### src/rtl/watchdog_supervisor.sv
// Watchdog supervisor: converts heartbeats into restart kicks, holds a timed system
// reset on each watchdog expiry, and escalates to a latched fault after repeated expiries.
module watchdog_supervisor #(
    parameter int RST_CYCLES  = 8,
    parameter int HOLDOFF     = 4,
    parameter int MAX_STRIKES = 3
) (
    input  logic       clk,
    input  logic       reset,
    input  logic       arm,
    input  logic       heartbeat,
    input  logic       fault_clear,
    input  logic       timeout,
    output logic       wd_enable,
    output logic       wd_restart,
    output logic       sys_reset,
    output logic       fault,
    output logic [3:0] strikes
);

    localparam int CNT_MAX = (RST_CYCLES > HOLDOFF) ? RST_CYCLES : HOLDOFF;
    localparam int CW      = (CNT_MAX > 1) ? $clog2(CNT_MAX + 1) : 1;

    localparam logic [CW-1:0] RST_LOAD  = CW'(RST_CYCLES - 1);
    localparam logic [CW-1:0] HOLD_LOAD = CW'(HOLDOFF - 1);
    localparam logic [3:0]    STRIKE_LIMIT = 4'(MAX_STRIKES);

    typedef enum logic [2:0] {
        S_IDLE     = 3'd0,
        S_ARMED    = 3'd1,
        S_RST_HOLD = 3'd2,
        S_HOLDOFF  = 3'd3,
        S_FAULT    = 3'd4
    } state_t;

    state_t        state;
    logic [CW-1:0] cnt;
    logic [3:0]    next_strikes;

    // Strike count after one more expiry, saturating at the escalation limit
    always_comb begin
        next_strikes = strikes;
        if (strikes >= STRIKE_LIMIT) begin
            next_strikes = strikes;
        end else begin
            next_strikes = strikes + 4'd1;
        end
    end

    // Supervisor FSM; every output is registered alongside the state
    always_ff @(posedge clk) begin
        if (reset) begin
            state      <= S_IDLE;
            cnt        <= {CW{1'b0}};
            wd_enable  <= 1'b0;
            wd_restart <= 1'b0;
            sys_reset  <= 1'b0;
            fault      <= 1'b0;
            strikes    <= 4'd0;
        end else begin
            wd_restart <= 1'b0;
            case (state)
                S_IDLE: begin
                    sys_reset <= 1'b0;
                    fault     <= 1'b0;
                    if (arm) begin
                        state     <= S_ARMED;
                        cnt       <= {CW{1'b0}};
                        wd_enable <= 1'b1;
                    end else begin
                        wd_enable <= 1'b0;
                    end
                end
                S_ARMED: begin
                    // Timeout outranks disarm, which outranks a heartbeat
                    if (timeout) begin
                        strikes   <= next_strikes;
                        wd_enable <= 1'b0;
                        sys_reset <= 1'b1;
                        if (next_strikes == STRIKE_LIMIT) begin
                            state <= S_FAULT;
                            cnt   <= {CW{1'b0}};
                            fault <= 1'b1;
                        end else begin
                            state <= S_RST_HOLD;
                            cnt   <= RST_LOAD;
                        end
                    end else if (!arm) begin
                        state     <= S_IDLE;
                        cnt       <= {CW{1'b0}};
                        wd_enable <= 1'b0;
                    end else begin
                        wd_enable  <= 1'b1;
                        wd_restart <= heartbeat;
                        if (heartbeat) begin
                            strikes <= 4'd0;
                        end else begin
                            strikes <= strikes;
                        end
                    end
                end
                S_RST_HOLD: begin
                    if (cnt == {CW{1'b0}}) begin
                        state     <= S_HOLDOFF;
                        cnt       <= HOLD_LOAD;
                        sys_reset <= 1'b0;
                    end else begin
                        cnt <= cnt - {{(CW-1){1'b0}}, 1'b1};
                    end
                end
                S_HOLDOFF: begin
                    if (cnt == {CW{1'b0}}) begin
                        if (arm) begin
                            state     <= S_ARMED;
                            wd_enable <= 1'b1;
                        end else begin
                            state <= S_IDLE;
                        end
                    end else begin
                        cnt <= cnt - {{(CW-1){1'b0}}, 1'b1};
                    end
                end
                S_FAULT: begin
                    if (fault_clear) begin
                        state     <= S_IDLE;
                        sys_reset <= 1'b0;
                        fault     <= 1'b0;
                        strikes   <= 4'd0;
                    end else begin
                        sys_reset <= 1'b1;
                        fault     <= 1'b1;
                    end
                end
                default: begin
                    state      <= S_IDLE;
                    cnt        <= {CW{1'b0}};
                    wd_enable  <= 1'b0;
                    sys_reset  <= 1'b0;
                    fault      <= 1'b0;
                end
            endcase
        end
    end

endmodule

### config.mk
export PLATFORM = sky130hd
export DESIGN_NAME = watchdog_supervisor
export DESIGN_NICKNAME = d
export VERILOG_FILES = /design/src/rtl/watchdog_supervisor.sv
export SDC_FILE = /design/constraint.sdc
export NUM_CORES = 1
export LEC_CHECK = 0
export ABC_AREA = 1
export CAP_MARGIN = 40
export CORE_MARGIN = 2
export CORE_UTILIZATION = 56
export DETAILED_ROUTE_END_ITERATION = 8
export GPL_ROUTABILITY_DRIVEN = 0
export PLACE_DENSITY = 0.81
export SYNTH_ARGS = -nofsm -noshare
export SYNTH_HDL_FRONTEND = slang
export SYNTH_SLANG_ARGS = --single-unit
### constraint.sdc
create_clock -name clk -period 2 [get_ports clk]
set_input_delay 0.6 -clock clk [delete_from_list [all_inputs] [get_ports clk]]
set_output_delay 0.6 -clock clk [all_outputs]
set_load 0.02 [all_outputs]
==> run_results.csv, run 1 <==
group,metric,value,unit
status,status,"completed",
synthesis,synthesis.nets,145,
floorplan,die_x,44.6,um
clocking,clkLatencyLatePin,0.29,ns
route,first_iter_violations,15,
finish,final_cell_mix,"nand2_1, inv_1, nor2_1",
finish,area_growth_syn_to_layout,20.5,%
clocking,cts_tree,"built",
timing,setup_tns,0,ns
finish,fin_cells,170,
clocking,cts_buffers,3,
critical_path,reg2reg_depth,8,
power_and_ir_drop,p_int,905,uW
critical_path,cp_top_family,"buffers and inverters",
placed_design,portBuffers,13,
global_route,grt_max_degree,10,
floorplan,start_util,60.6,%
power_and_ir_drop,p_leak,0.547,nW
synthesis,ys_seq_elements,15,
floorplan,design.core.area,0.00152,mm2
timing,whs,0.444,ns
placed_design,dp_cells,166,
route,vias,889,
finish,insertedDiodeCount,0,
clocking,path_clk_slew,0.09,ns
placed_design,place_area,0.00108,mm2
power_and_ir_drop,combPwrFrac,62.8,%
critical_path,critPathMaxStageDelay,0.62,ns
power_and_ir_drop,swShare,49.7,%
worst_hold_path,min_path_cells,2,
critical_path,crit_type,"reg -> out",
timing,min_period,1.92,ns
critical_path,cp-end-kind,"primary output",
power_and_ir_drop,power.share.sequential,27.0,%
route,antenna_left,0,
global_route,grt-ovfl-total,0,
timing,fin_crit_sh,95.8,%
finish,drive_gt1_share,13.6,%
clocking,cts.hold.buffers_added,0,
critical_path,path_depth,1,
clocking,cts_buffer_depth,2,
placed_design,dp_worst_setup_slack,0.0389,ns
synthesis,syn_inst,136,
power_and_ir_drop,power_switching,896,uW
critical_path,cp_max_fo,4,
timing,fmax,522,MHz
global_route,grt_antenna_before_repair,0,
clocking,clock_sinks,15,
timing,worstMarginPinSlew,0.305,ns
floorplan,ios,14,
floorplan,fp-row-count,14,
flow_run,max-cap-violations,0,
timing,hold_viol,0,
critical_path,slowest_stage,"clkdlybuf4s50_1",
clocking,post_cts_resized,0,
synthesis,synth_area,923,um2
clocking,h-tree-depth,1,
power_and_ir_drop,peakVddDrop,914,uV
route,viasPerCell,5.23,
synthesis,synth.yosys.seq_area_share,32.5,%
placed_design,hpwl,1510,um
timing,setup_viol,0,
route,post_drt_wl_per_cell,11.6,um
floorplan,die_h,44.6,um
clocking,cts_root_buf,"clkbuf_4",
critical_path,cp_cell_sequence,"clkdlybuf4s50_1",
timing,setup_ws,0.0845,ns
route,drtPass1Iterations,4,
critical_path,crit_buf_inv,1,
power_and_ir_drop,power_density,1620,mW/mm2
floorplan,dieArea,0.00199,mm2
timing,maxSlewHeadroom,79.6,%
synthesis,synth_cell_type_count,26,
route,wirelength,1970,um
clocking,cts_setup_buffers,0,
synthesis,syn_avg_cell_area,6.79,um2
finish,fin_nets,164,
timing,slew_viol_final,0,
critical_path,cp.required,1.40,ns
timing,rsz0062_at_grt,"false",
global_route,grt_pass1_vias,822,
finish,design_area,0.00111,mm2
worst_hold_path,hold_class,"reg -> reg",
critical_path,cp.arrival,1.32,ns
critical_path,startpoint_type,"flip-flop",
global_route,grt_pass1_wl,3410,um
power_and_ir_drop,clkPwrFrac,10.1,%
synthesis,yosys_warnings,0,
global_route,grt.total_usage,24.0,%
route,drc,0,
finish,final_common_cell,"nand2_1",
timing,finClkSkew,0.00194,ns
[flip-flops by register name, indices dropped and copies added (netlist names)]
register	count
strikes	4
cnt	4
sys_reset	1
state	3
wd_restart	1
wd_enable	1
fault	1
[Yosys cell counts]
| library cell | instances | area share (%) |
|---|---|---|
| a21oi_2 | 3 | 2.8 |
| nand2_2 | 1 | 0.68 |
| o21ai_0 | 4 | 2.2 |
| o21ai_4 | 1 | 1.8 |
| nor4_1 | 1 | 0.68 |
| o21ai_1 | 1 | 0.54 |
| buf_1 | 1 | 0.41 |
| xor2_1 | 2 | 1.9 |
| nand3_1 | 9 | 4.9 |
| a21oi_1 | 6 | 3.3 |
| nor3_2 | 1 | 1.1 |
| dfxtp_1 | 15 | 33 |
| nor2_1 | 21 | 8.5 |
| nand2_1 | 33 | 13 |
| nand4_1 | 1 | 0.68 |
| a31oi_1 | 1 | 0.68 |
| inv_2 | 1 | 0.41 |
| clkinv_2 | 1 | 0.54 |
| nor2_8 | 1 | 2.2 |
| o21bai_1 | 1 | 0.81 |
| o21ai_2 | 2 | 1.9 |
| ha_1 | 3 | 4.1 |
| o22ai_1 | 1 | 0.68 |
| inv_1 | 21 | 8.5 |
| nand2_4 | 2 | 2.4 |
| nor2_4 | 2 | 2.4 |
[per-stage QoR]
step,util [%],power [mW]
6_report,73.0,1.80
5_1_grt,73.0,1.98
4_1_cts,73.0,1.80
3_5_place_dp,71.2,1.61
3_3_place_gp,71.2,1.58
2_1_floorplan,-,1.34
[layer usage]
layer / global-route usage, % / up-vias / part of all wire, %
li1: - / 463 / -
met1: 31.6 / 383 / 49
met2: 37.1 / 36 / 42
met3: 6.53 / 7 / 6.2
met4: 9.09 / 0 / 2.6
met5: 0 / - / 0
[power by group through the flow]
stage	sequential (mW)	combinational (mW)	clock, mW
finish	0.487	1.13	0.182
global route	0.496	1.28	0.201
CTS	0.486	1.12	0.186
detailed placement	0.491	1.12	0
global placement	0.486	1.09	0
floorplan	0.531	0.811	0
[worst paths after layout]
check | from | end | slack, ns
hold reg to reg | strikes[2]$_SDFFE_PP0P_ | strikes[2]$_SDFFE_PP0P_ | 0.44
hold / removal | strikes[2]$_SDFFE_PP0P_ | strikes[2]$_SDFFE_PP0P_ | 0.44
setup / recovery | strikes[1]$_SDFFE_PP0P_ | strikes[1] | 0.08
setup reg to reg | cnt[0]$_SDFFE_PP0P_ | sys_reset$_SDFFE_PP0P_ | 0.52
[cell families (layout without fill, tap and decap cells)]
logic type               count (synthesis)  in the layout  synth area share, %
XOR/XNOR                                 2              2                 1.90
flip-flops                              15             15                 32.5
AND/OR/NAND/NOR                         72             72                 37.0
AO/OA/AOI/OAI                           20             20                 14.6
adder cells (fa/ha/maj)                  3              3                 4.07
buffers and inverters                   24             42                 9.89
[layout make-up]
cell class | instances | area [um2]
tap | 16 | 20.0
multi-input combinational | 97 | 532
sequential | 15 | 300
clock inverter | 1 | 5.00
timing repair buffer | 15 | 145
fill | 122 | 412
clock buffer | 3 | 22.5
inverter | 23 | 87.6
Power figures use the tool's default switching activity.
==> run 2: changes to the inputs <==
- ABC_AREA: 1 -> not set
- CORE_UTILIZATION: 56 -> 57
- PLACE_DENSITY: 0.81 -> 0.82
==> run_results.csv, run 2 <==
group,metric,value,unit
synthesis,synth_area_leaders,"dfxtp_1, a21oi_1, nor3b_1, ha_1, nand2b_1",
clocking,cts_setup_buffers,0,
synthesis,synth.yosys.seq_area_share,29.8,%
critical_path,crit_buf_inv,1,
route,antenna_left,0,
critical_path,reg2reg_depth,6,
clocking,cts_root_buf,"clkbuf_4",
placed_design,portBuffers,13,
power_and_ir_drop,power_switching,285,uW
floorplan,ios,14,
timing,fin_crit_sh,96.3,%
power_and_ir_drop,combPwrFrac,36.0,%
placed_design,dp_worst_setup_slack,-0.119,ns
timing,whs,0.507,ns
timing,setup_viol,0,
placed_design,place_area,0.00120,mm2
critical_path,critPathMaxStageDelay,0.63,ns
clocking,cts_tree,"built",
critical_path,cp_top_family,"buffers and inverters",
finish,area_growth_syn_to_layout,22.2,%
finish,fin_nets,152,
synthesis,synth_edf_count,0,
synthesis,synthesis.nets,130,
synthesis,yosys.cell_count.top_type,"dfxtp_1",
power_and_ir_drop,p_leak,0.487,nW
clocking,clock_sinks,15,
floorplan,die_x,46.1,um
route,vias,1037,
global_route,grt_pass1_vias,944,
synthesis,synth.top_cell.area_share,29.8,%
finish,insertedDiodeCount,0,
critical_path,cp.required,1.40,ns
finish,design_area,0.00123,mm2
finish,drive_gt1_share,12.7,%
synthesis,synthTopCellsByCount,"dfxtp_1, a21oi_1, nor2_1",
synthesis,ys_seq_elements,15,
worst_hold_path,hold_start,"cnt[1]$_SDFFE_PP0P_",
timing,maxSlewHeadroom,66.9,%
status,status,"completed",
route,wirelength,2500,um
timing,worstMarginPinSlew,0.496,ns
timing,fmax,519,MHz
route,post_drt_wl_per_cell,15.7,um
global_route,grt.total_usage,25.9,%
global_route,grt_antenna_before_repair,0,
synthesis,synth_area,0.00101,mm2
flow_run,max-cap-violations,0,
route,drc,0,
worst_hold_path,min_path_cells,1,
clocking,path_clk_slew,0.10,ns
critical_path,cp_max_fo,6,
critical_path,startpoint_type,"flip-flop",
floorplan,fp-row-count,15,
floorplan,design.core.area,0.00169,mm2
clocking,post_cts_resized,0,
floorplan,die_h,46.1,um
route,viasPerCell,6.52,
clocking,cts_buffers,3,
finish,top_regs,"cnt (4), strikes (4), state (3)",
power_and_ir_drop,p_int,539,uW
power_and_ir_drop,swShare,34.6,%
clocking,cts_buffer_depth,2,
power_and_ir_drop,clkPwrFrac,21.4,%
finish,final_cell_mix,"dfxtp_1, a21oi_1, clkdlybuf4s50_1",
power_and_ir_drop,peakVddDrop,412,uV
route,first_iter_violations,27,
timing,hold_viol,0,
synthesis,synth_top_area_cell,"dfxtp_1",
clocking,clkLatencyLatePin,0.28,ns
route,drtPass1Iterations,4,
synthesis,synth-async-reset-ratio,0,%
synthesis,ys.flop_type,"dfxtp_1",
critical_path,cp_cell_sequence,"clkdlybuf4s50_1",
synthesis,syn_inst,121,
critical_path,cp.arrival,1.33,ns
worst_hold_path,hold_class,"reg -> reg",
floorplan,start_util,59.7,%
placed_design,hpwl,1900,um
critical_path,r2r-start,"cnt[0]$_SDFFE_PP0P_",
synthesis,yosys_warnings,0,
global_route,grt_pass1_wl,4020,um
floorplan,dieArea,0.00212,mm2
critical_path,slowest_stage,"clkdlybuf4s50_1",
timing,setup_ws,0.0738,ns
timing,min_period,1.93,ns
critical_path,rrSetupSlack,0.27,ns
clocking,cts.hold.buffers_added,0,
clocking,h-tree-depth,1,
timing,finClkSkew,0.00704,ns
power_and_ir_drop,power_density,668,mW/mm2
critical_path,r2r-end,"cnt[3]$_SDFFE_PP0P_",
global_route,grt_max_degree,17,
worst_hold_path,hold-path-endpoint,"cnt[1]$_SDFFE_PP0P_",
finish,final_common_cell,"dfxtp_1",
timing,rsz0062_at_grt,"false",
global_route,grt-ovfl-total,0,
synthesis,synth_cell_type_count,47,
timing,slew_viol_final,0,
synthesis,syn_avg_cell_area,8.33,um2
critical_path,cp-end-kind,"primary output",
power_and_ir_drop,power.share.sequential,42.6,%
critical_path,crit_type,"reg -> out",
==> run 2: cell count changes after synthesis, sizes merged, moves of 4 or more <==
cell,before,now
nor3b,0,6
nand3,9,1
nand2b,0,6
nor2,24,7
a21oi,9,13
nand2,36,2
buf,1,5
inv,22,6
==> run 2: stage by stage <==
stage | utilization [%] | total power [mW] | setup TNS (ns) | std cells
finish | 73.0 | 0.824 | 0 | 159
global placement | 71.3 | 0.635 | -0.215 | 155
CTS | 73.0 | 0.829 | 0 | 159
detailed placement | 71.3 | 0.648 | -0.521 | 155
global route | 73.0 | 0.874 | 0 | 159
floorplan | - | 0.550 | 0 | 121
==> run 2: cell families (layout without fill, tap and decap cells) <==
family,count (synthesis),in the layout,share of synthesized area (%)
and+or+nand+nor,45,45,28.7
AOI/OAI and AO/OA,41,41,28.0
DFF,15,15,29.8
buffers and inverters,14,35,6.70
adders and majority gates,3,3,3.72
muxes,2,2,2.23
xor gates and xnor gates,1,1,0.869
==> run 2: per-layer routing <==
| metal | vias up | wire length (um) | part of all wire [%] | global-route usage (%) |
|---|---|---|---|---|
| li1 | 505 | - | - | - |
| met1 | 497 | 1080 | 43 | 34.1 |
| met2 | 31 | 1280 | 51 | 41.9 |
| met3 | 4 | 130 | 5.2 | 3.53 |
| met4 | 0 | 9 | 0.36 | 11.4 |
| met5 | - | 0 | 0 | 0 |
==> run 2: worst max-delay path by stage <==
| stage | startpoint | end | slack, ns | cells after the start |
|---|---|---|---|---|
| floorplan | timeout | state[0]$_SDFFE_PP0P_ | 0.30 | 5 |
| global placement | arm | state[0]$_SDFFE_PP0P_ | -0.10 | 5 |
| detailed placement | arm | state[0]$_SDFFE_PP0P_ | -0.12 | 6 |
| CTS | strikes[0]$_SDFFE_PP0P_ | strikes[0] | 0.05 | 1 |
| global route | strikes[0]$_SDFFE_PP0P_ | strikes[0] | 0.0007 | 1 |
| finish | strikes[0]$_SDFFE_PP0P_ | strikes[0] | 0.07 | 1 |
==> run 2: layout make-up <==
cell class | count | area, um2
Tap cell | 17 | 21.3
Clock buffer | 3 | 22.5
Sequential cell | 15 | 300
Inverter | 6 | 22.5
Timing Repair Buffer | 25 | 220
Clock inverter | 1 | 5.00
Fill cell | 150 | 457
Multi-Input combinational cell | 92 | 641
==> run 2: power groups by stage <==
stage / clock [mW] / sequential [mW] / combinational, mW
after floorplan: 0 / 0.352 / 0.198
after global placement: 0 / 0.355 / 0.280
after detailed placement: 0 / 0.357 / 0.291
after CTS: 0.185 / 0.350 / 0.294
after global routing: 0.196 / 0.354 / 0.324
final: 0.177 / 0.351 / 0.297
==> run 3: changes to the inputs <==
- SLEW_MARGIN: not set -> 20
==> results of run 3 <==
Same layout as run 2: the final DEF is identical, and so are final timing and power.
